--- src/rtl/rom_loader.sv ---
`default_nettype none
// ============================================================================
// Module   : rom_loader
// Purpose  : Receives a length-prefixed byte stream and writes it into a
//            16-bit ROM one word per pulse. The optional trailing XOR
//            checksum is enabled by defining ROM_LOADER_CHECKSUM_EN.
// Revision : 1.0 - initial release
// ============================================================================
module rom_loader (
    input  logic        clk,
    input  logic        reset,
    input  logic        start,
    input  logic [7:0]  byte_in,
    input  logic        byte_valid,
    output logic        byte_ready,
    output logic [15:0] rom_in,
    output logic [15:0] rom_address,
    output logic        rom_load,
    output logic        busy,
    output logic        done,
    output logic        error
);

    typedef enum logic [2:0] {
        IDLE    = 3'd0,
        CNT_HI  = 3'd1,
        CNT_LO  = 3'd2,
        DATA_HI = 3'd3,
        DATA_LO = 3'd4,
        WRITE   = 3'd5,
        CHECK   = 3'd6,
        DONE    = 3'd7
    } state_t;

`ifdef ROM_LOADER_CHECKSUM_EN
    localparam state_t c_tail = CHECK;
`else
    localparam state_t c_tail = DONE;
`endif

    state_t      r_state;
    state_t      w_next;
    logic [15:0] r_count;
    logic        w_xfer;
    logic        w_cnt_zero;

    assign w_xfer     = byte_valid & byte_ready;
    assign w_cnt_zero = (r_count[15:8] == 8'd0) && (byte_in == 8'd0);

    always_ff @(posedge clk or posedge reset) begin
        if (reset) begin
            r_state <= IDLE;
        end else begin
            r_state <= w_next;
        end
    end

    // Outputs are pure state decodes, so they only move on clock edges or reset.
    always_comb begin
        w_next     = r_state;
        byte_ready = 1'b0;
        rom_load   = 1'b0;
        busy       = 1'b0;
        done       = 1'b0;
        case (r_state)
            IDLE: begin
                if (start) w_next = CNT_HI;
            end
            CNT_HI: begin
                byte_ready = 1'b1;
                busy       = 1'b1;
                if (byte_valid) w_next = CNT_LO;
            end
            CNT_LO: begin
                byte_ready = 1'b1;
                busy       = 1'b1;
                if (byte_valid) w_next = w_cnt_zero ? c_tail : DATA_HI;
            end
            DATA_HI: begin
                byte_ready = 1'b1;
                busy       = 1'b1;
                if (byte_valid) w_next = DATA_LO;
            end
            DATA_LO: begin
                byte_ready = 1'b1;
                busy       = 1'b1;
                if (byte_valid) w_next = WRITE;
            end
            WRITE: begin
                rom_load = 1'b1;
                busy     = 1'b1;
                w_next   = (r_count == 16'd1) ? c_tail : DATA_HI;
            end
`ifdef ROM_LOADER_CHECKSUM_EN
            CHECK: begin
                byte_ready = 1'b1;
                busy       = 1'b1;
                if (byte_valid) w_next = DONE;
            end
`endif
            DONE: begin
                done = 1'b1;
                if (start) w_next = CNT_HI;
            end
            default: w_next = IDLE;
        endcase
    end

    always_ff @(posedge clk or posedge reset) begin
        if (reset) begin
            rom_in      <= 16'd0;
            rom_address <= 16'd0;
            r_count     <= 16'd0;
        end else begin
            case (r_state)
                IDLE, DONE: if (start) rom_address <= 16'd0;
                CNT_HI:     if (w_xfer) r_count[15:8] <= byte_in;
                CNT_LO:     if (w_xfer) r_count[7:0]  <= byte_in;
                DATA_HI:    if (w_xfer) rom_in[15:8]  <= byte_in;
                DATA_LO:    if (w_xfer) rom_in[7:0]   <= byte_in;
                WRITE: begin
                    // Count never exceeds 65535, so the address stops at 0xFFFF.
                    rom_address <= rom_address + 16'd1;
                    r_count     <= r_count - 16'd1;
                end
                default: ;
            endcase
        end
    end

`ifdef ROM_LOADER_CHECKSUM_EN
    logic [7:0] r_csum;
    logic       r_error;

    always_ff @(posedge clk or posedge reset) begin
        if (reset) begin
            r_csum  <= 8'd0;
            r_error <= 1'b0;
        end else begin
            case (r_state)
                IDLE, DONE: begin
                    if (start) begin
                        r_csum  <= 8'd0;
                        r_error <= 1'b0;
                    end
                end
                DATA_HI, DATA_LO: if (w_xfer) r_csum <= r_csum ^ byte_in;
                CHECK:            if (w_xfer) r_error <= (byte_in != r_csum);
                default: ;
            endcase
        end
    end

    assign error = r_error;
`else
    assign error = 1'b0;
`endif

endmodule
`default_nettype wire

--- config.mk ---
export PLATFORM = sky130hd
export DESIGN_NAME = rom_loader
export DESIGN_NICKNAME = d
export VERILOG_FILES = /design/src/rtl/rom_loader.sv
export SDC_FILE = /design/constraint.sdc
export NUM_CORES = 1
export LEC_CHECK = 0
export CAP_MARGIN = 20
export CORE_AREA = 2 2 73 75
export CTS_BUF_LIST = sky130_fd_sc_hd__clkbuf_4 sky130_fd_sc_hd__clkbuf_8 sky130_fd_sc_hd__clkbuf_16
export CTS_CLUSTER_DIAMETER = 50
export DETAILED_ROUTE_END_ITERATION = 10
export DIE_AREA = 0 0 75 77
export GPL_ROUTABILITY_DRIVEN = 0
export PLACE_DENSITY = 0.94
export RECOVER_POWER = 25
export SKIP_CTS_REPAIR_TIMING = 1
export SYNTH_ARGS = -nofsm -noshare
export SYNTH_HDL_FRONTEND = slang
export SYNTH_SLANG_ARGS = --single-unit
--- constraint.sdc ---
create_clock -name clk -period 3.8 [get_ports clk]
set_input_delay 0.57 -clock clk [delete_from_list [all_inputs] [get_ports clk]]
set_output_delay 0.57 -clock clk [all_outputs]
set_load 0.01 [all_outputs]
Word-level counts from Yosys, hierarchy flattened
Index checks and enable logic that the tools add are counted.
{ "word_totals": {"reg_bits": 51, "in_bits": 12, "output_inout_bits": 37} }
{ "classes": {"n_addsub": 2, "eq_ne": 14, "muxes": 17, "bitwise": 1, "reduce_logical": 16} }
{ "ops": {"columns": ["op", "n"], "rows": [
  ["one-hot mux 16 bit (2 select lines)", 1],
  ["one-hot mux 8 bit (2 select lines)", 2],
  ["2-to-1 mux 3 bit", 7],
  ["one-hot mux 3 bit (6 select lines)", 1],
  ["adder 16 x 1 -> 16 bit (second input constant)", 1],
  ["== test 16 x 1 -> 1 bit (second input constant)", 1],
  ["zero test 8 bit", 2],
  ["2-to-1 mux 16 bit", 1],
  ["subtractor 16 x 1 -> 16 bit (second input constant)", 1],
  ["inequality test 2 bit (second input constant)", 6],
  ["AND reduction 2 bit", 5],
  ["== test 3 bit (second input constant)", 3],
  ["2-to-1 mux 8 bit", 1],
  ["== test 3 x 2 -> 1 bit (second input constant)", 2],
  ["nonzero test 2 bit", 3],
  ["AND reduction 5 bit", 1],
  ["OR reduction 5 bit", 1],
  ["2-to-1 mux 1 bit", 4],
  ["OR reduction 4 bit", 1],
  ["== test 3 x 1 -> 1 bit (second input constant)", 1],
  ["zero test 3 bit", 1],
  ["inequality test 2 x 1 -> 1 bit (second input constant)", 1],
  ["OR reduction 2 bit", 1],
  ["AND 1 bit", 1],
  ["logical AND 1 bit", 1]
]} }

Longest topological paths before layout
{ "depth": {"depth_word": 6, "depth_mapped": 8} }

Worst setup path after synthesis
No wires, ideal clock.
{ "synth_timing": {"kind": "register to output", "start": "reg r_state[1]", "end": "out rom_load", "arrival_time_ps": 1224, "slack_ps": 2006, "stages_incl_launch_ff": 6, "path_cell_list": "dfrtp_1 buf_2 nand3b_4 inv_2 buf_4 clkbuf_1"} }
{ "synth_between": {"elab_chain_len": 2} }
{ "synth_rtl": {"columns": ["item", "line", "source"], "rows": [
  ["start, declared", "41", "state_t r_state;"],
  ["start signal, assigned", "54", "r_state <= w_next;"],
  ["== test 3 bit", "65", "case (r_state)"],
  ["2-to-1 mux 1 bit", "65", null],
  ["end, declared", "18", "output logic rom_load,"]
]} }
Every way passes these cells.

Final worst setup path
{ "layout_timing": {"start": "reg r_state[0]", "end": "out rom_load"} }
The elaborated chain is that of the path after synthesis.

==> impl_metrics.tcl <==
set metrics [dict create \
    place_hpwl_mm 4.49 \
    crit_type "reg2out" \
    end_kind "output pin" \
    netlist_area_mm2 0.00272 \
    drive_above_1_share_pct 7.64 \
    ir_drop_uv 589 \
    cellPowerDensity_mw_per_mm2 692 \
    synth_seq_area_share_pct 46.9 \
    grtUsageMet1_pct 31.9 \
    worst_slack_ns 0.730 \
    placed_area_mm2 0.00322 \
    layout_min_cycle_time_ns 3.07 \
    setup_tns_ns 0 \
    hold_viol 0 \
    most-common-layout-cells "dfrtp_1 (51), clkdlybuf4s50_1 (46), nand2_1 (26)" \
    dp_cells 375 \
    yosysTopAreaCell "dfrtp_1" \
    finalNonFillerCells 384 \
    wl_mm 6.42 \
    syn_nets 287 \
    cp_data_arrival_time_ns 2.50 \
    cts-root-buf "clkbuf_8" \
    dieArea_mm2 0.00578 \
    die_h_um 77 \
    port_buffers 47 \
    cp-start-kind "flip-flop" \
    cts_tree "yes" \
    nets 328 \
    finalInstanceArea_mm2 0.00333 \
    ys_ff_latch 51 \
    drc 0 \
    finalMaxSlewViolations 0 \
    outcome "finished clean" \
    hold_path.class "reg2reg" \
    fillerInstances 379 \
    synth_warnings 0 \
    synth_cells 272 \
    start_util_pct 54.7 \
    fin_worst_skew_ns 0.00577 \
    rows 26 \
    clk_latency_ns 0.31 \
    diodes 0 \
    gr-usage-met2_pct 35.9 \
    overflow 0 \
    fp.dieW_um 75 \
    firstDrtPassIters 5 \
    grt_max_degree 52 \
    grt_util_all_layers_pct 23.3 \
    syn2layout_area_growth_pct 22.6 \
    layout_commonest_cell "dfrtp_1" \
    via_per_inst 6.23 \
    finalSetupViolCount 0 \
    clkTransAtPathRegs_ns 0.10 \
    htreeDepth 2 \
    antenna_left 0 \
    synth.distinct_cells 57 \
    worst_pin_slew_ns 0.657 \
    avgSynthCellArea_um2 10.0 \
    cts.sinks 51 \
    top_usage_layer "met2" \
    clock_path_buffers 2 \
    cap_violations 0 \
    grt_first_pass_wirelength_mm 10.5 \
    wire_per_inst_um 16.7 \
    final_core_util_pct 67.0 \
    fmax_ghz 0.326 \
    core-area_mm2 0.00498 \
    pre_cts_ws_ns 1.10 \
    grt_pass1_vias 2188 \
    leakagePower_nw 1.31 \
    finalPower_mw 2.31 \
    met3_usage_pct 4.34 \
    antenna_found_initial 0 \
    vias 2391 \
    cts_buffers 5 \
    slew_headroom_pct 55.8 \
    synth_top_area_share_pct 46.9 \
    ioPinCount 49 \
    worstPathMaxFanout 29 \
    crit_required_ns 3.23 \
    synthTopCellsByArea "dfrtp_1 (47%), mux2_1 (5.8%), nand3_1 (4.0%)" \
    rsz0062_at_grt "false" \
    period_share_pct 80.8 \
    first_iter_violations 139 \
    hold_slack_ns 0.493 \
]
==> cell type report <==
cell class	count	area, µm²	share of cell area [%]
Multi-Input combinational cell	198	1340	40.3
Tap cell	70	87.6	2.63
Clock buffer	6	82.6	2.48
Clock inverter	2	16.3	0.488
Timing Repair Buffer	49	498	14.9
Inverter	8	30.0	0.901
Sequential cell	51	1280	38.3
==> power breakdown <==
part           switching [mW]  internal, mW
Combinational           0.480         0.499
Sequential              0.247         0.741
Clock                   0.192         0.149
Total                   0.919          1.39
==> sequential cells by signal, summed over array words and instances (netlist names) <==
name         flops
r_state          3
rom_address     16
r_count         16
rom_in          16
==> worst max-delay path: stages (launching register included) <==
cell,delay (ns)
dfrtp_1,0.73
nand3b_4,0.32
inv_2,0.48
clkdlybuf4s50_1,0.64
==> Yosys cell counts, drive strengths merged <==
| cell | instances |
|---|---|
| and2 | 1 |
| or3 | 5 |
| o311ai | 8 |
| nand3b | 2 |
| a211oi | 2 |
| or2 | 3 |
| nor4 | 6 |
| ha | 3 |
| nor3b | 1 |
| o221ai | 1 |
| mux2i | 1 |
| o41ai | 1 |
| a2bb2oi | 1 |
| buf | 9 |
| inv | 8 |
| a31oi | 4 |
| nor3 | 4 |
| o211ai | 9 |
| nor2 | 12 |
| a41oi | 1 |
| nor2b | 3 |
| nor4bb | 1 |
| or4 | 6 |
| xor2 | 1 |
| a22oi | 5 |
| clkbuf | 6 |
| a21oi | 8 |
| nand2 | 27 |
| a31o | 1 |
| a211o | 2 |
| conb | 1 |
| o22ai | 1 |
| nor4b | 2 |
| nand3 | 23 |
| nand4 | 7 |
| o221a | 1 |
| dfrtp | 51 |
| and3 | 2 |
| o31ai | 6 |
| and4 | 2 |
| mux2 | 16 |
| a311oi | 1 |
| o21ai | 17 |
==> cells by family (layout without fill, tap and decap cells) <==
group | count (synthesis) | count (layout) | share of synthesized area (%)
compound gates | 69 | 69 | 17.6
xor+xnor | 1 | 1 | 0.322
fa+ha+maj | 3 | 3 | 1.38
buf+inv | 23 | 65 | 3.68
flops | 51 | 51 | 46.9
mux | 17 | 17 | 6.99
other cells | 1 | 1 | 0.138
simple gates | 107 | 107 | 23.0
==> final timing paths <==
path	slack, ns	end	cells past startpoint	start
max	0.73	rom_load	3	r_state[0]$_DFFE_PP0P_
min	0.49	rom_in[4]$_DFFE_PP0P_	1	rom_in[4]$_DFFE_PP0P_
max reg2reg	1.33	rom_address[15]$_DFFE_PP0P_	5	r_state[0]$_DFFE_PP0P_
min reg2reg	0.49	rom_in[4]$_DFFE_PP0P_	1	rom_in[4]$_DFFE_PP0P_
max in group asynchronous	2.59	rom_address[15]$_DFFE_PP0P_	3	reset
min in group asynchronous	0.66	rom_address[13]$_DFFE_PP0P_	2	reset
==> metal layers <==
layer	share of wire (%)	wire length, µm
met5	0	0
met4	1.7	112
met3	6.4	408
met2	49	3170
met1	43	2730
Power figures use the tool's default switching activity.
==> patch, RTL diff (same settings) <==
Add a define of `ROM_LOADER_CHECKSUM_EN`.
--- a/src/rtl/rom_loader.sv
+++ b/src/rtl/rom_loader.sv
@@ -7,4 +7,6 @@
 // Revision : 1.0 - initial release
 // ============================================================================
+`define ROM_LOADER_CHECKSUM_EN
+
 module rom_loader (
     input  logic        clk,
Behaviour: not the same (Yosys sat finds a counterexample within 4 cycles, from zero or initial values and one cycle with reset high).
==> patch against the original RTL <==
  * Worst setup slack improved by 0.34 ns
  * Area after synthesis increased by 24%
  * First-iteration DRC count increased to 3.2 times the old value
  * Largest power group is now combinational logic
  * Via count increased by 31%
  * Critical path type unchanged
  * Wire length increased by 40%
  * Sequential cell count increased by 9
  * Synthesized cell count increased by 34%
  * Power increased by 22%
  * Count of clock-buffer cells in the layout increased by 4
  * Cell area increased by 22%
==> patch: results (changes against the original RTL) <==
* CP max stage delay at 0.87 ns (was 0.73 ns)
* Worst clock skew at 0.00806 ns (was 0.00577 ns)
* Pre-Repair DR Iteration Count at 6 (was 5)
* Vias in the first global route at 2940 (was 2188)
* Power Internal at 1.72 mW (was 1.39 mW)
* Yosys cell types at 51 (was 57)
* Syn nets at 384 (was 287)
* Syn avg cell area at 9.23 um^2 (was 10.0 um^2)
* Sequential share of the synthesized area at 44.7% (was 46.9%)
* Critical Path AT at 2.16 ns (was 2.50 ns)
* Initial DRC count at 442 (was 139)
* Reg-to-Reg End: r_count[10] (was rom_address[15])
* Crit Reg-Reg Startpoint: r_count[0] (was r_state[0])
* H-tree depth at 3 (was 2)
* Top area cells in the synthesized netlist: dfrtp_1, mux2_2, o21ai_0, nor2_1, ha_1 (was dfrtp_1, mux2_1, nand3_1, nand2_1, o311ai_1)
* Post-DP HPWL at 5.79 mm (was 4.49 mm)
* Status: complete, no violations (unchanged)
* Vias per cell at 6.50 (was 6.23)
* Origin of the worst setup path: r_state[2] (was r_state[0])
* Post-synthesis mux area share at 7.26% (was 6.99%)
* Via count at 3139 (was 2391)
* Largest net degree at the start of global routing at 34 (was 52)
* Worst-path clk slew at 0.08 ns (was 0.10 ns)
* Post-DP Area at 0.00387 mm^2 (was 0.00322 mm^2)
* Worst-case reg-to-reg path depth at 7 (was 5)
* Max VDD drop at 0.000515 V (was 0.000589 V)
* Synth top cells by count: dfrtp_1, o21ai_0, nor2_1 (was dfrtp_1, nand2_1, nand3_1)
* WL per Instance at 18.6 um (was 16.7 um)
* Adder-cell share of the synthesized area at 2.98% (was 1.38%)
* Clock Latency Late Sink at 0.34 ns (was 0.31 ns)
* First-pass GRT wire length at 14.7 mm (was 10.5 mm)
* Compound-cell area share of the yosys netlist at 18.3% (was 17.6%)
* Leakage power at 1.76 nW (was 1.31 nW)
* Final net count at 428 (was 328)
* Clock buffer count from CTS at 9 (was 5)
* Post-Synth XOR/XNOR Area at 3.13% (was 0.322%)
* Worst slew margin at 22.4% (was 55.8%)
* Cell count after placement at 467 (was 375)
* Gr usage total at 33.6% (was 23.3%)
* Share of cells above drive strength 1 at 10.7% (was 7.64%)
-- patch: cell types whose count changed in the layout (fill, tap and decap cells not counted), sizes merged, moves of 7 or more --
cell | before | now
nor2 | 12 | 42
o21ai | 17 | 43
nand2b | 0 | 15
nand3 | 23 | 10
a21oi | 8 | 19
dfrtp | 51 | 60
xor2 | 1 | 10
and3 | 2 | 9
o211ai | 9 | 2
-- patch: layer usage --
metal  track usage [%]  part of all wire [%]
met5                 0                     0
met3              8.28                   8.8
met4              13.0                   3.5
met2              49.5                    48
met1              47.6                    40
-- patch: power by group through the flow --
stage               registers (mW)  clock network (mW)  logic (mW)
floorplan                     1.04                   0       0.712
finish                        1.07               0.585        1.16
CTS                           1.06               0.585        1.15
detailed placement            1.06                   0        1.13
global route                  1.09               0.623        1.26
global placement              1.05                   0        1.09
-- patch: cell type report --
cell class                 count  area, um^2
timing repair buffer          51         500
multi-input combinational    274        1730
tap                           70        87.6
clock inverter                 6        63.8
inverter                      12        45.0
sequential                    60        1500
clock buffer                  10         138
fill                         293         908
-- patch: cell families after synthesis --
logic type / Yosys count
simple gates: 131
flops: 60
mux: 22
compound gates: 101
fa+ha+maj: 8
xor+xnor: 12
buf+inv: 30
-- patch: worst max path at each step --
stage          slack (ns)  cells after the start         end
2_1_floorplan        1.73                      6    rom_load
3_3_place_gp         1.40                      6   r_csum[1]
3_5_place_dp         1.31                      6   r_csum[2]
4_1_cts              1.09                      5  byte_ready
5_1_grt              0.95                      3  byte_ready
6_report             1.07                      3  byte_ready
-- patch: through the flow --
step / worst slack, ns / hold slack, ns
6_report: 1.07 / 0.498
5_1_grt: 0.953 / 0.530
4_1_cts: 1.09 / 0.506
3_5_place_dp: 1.31 / 0.489
3_3_place_gp: 1.40 / 0.474
2_1_floorplan: 1.73 / 0.471
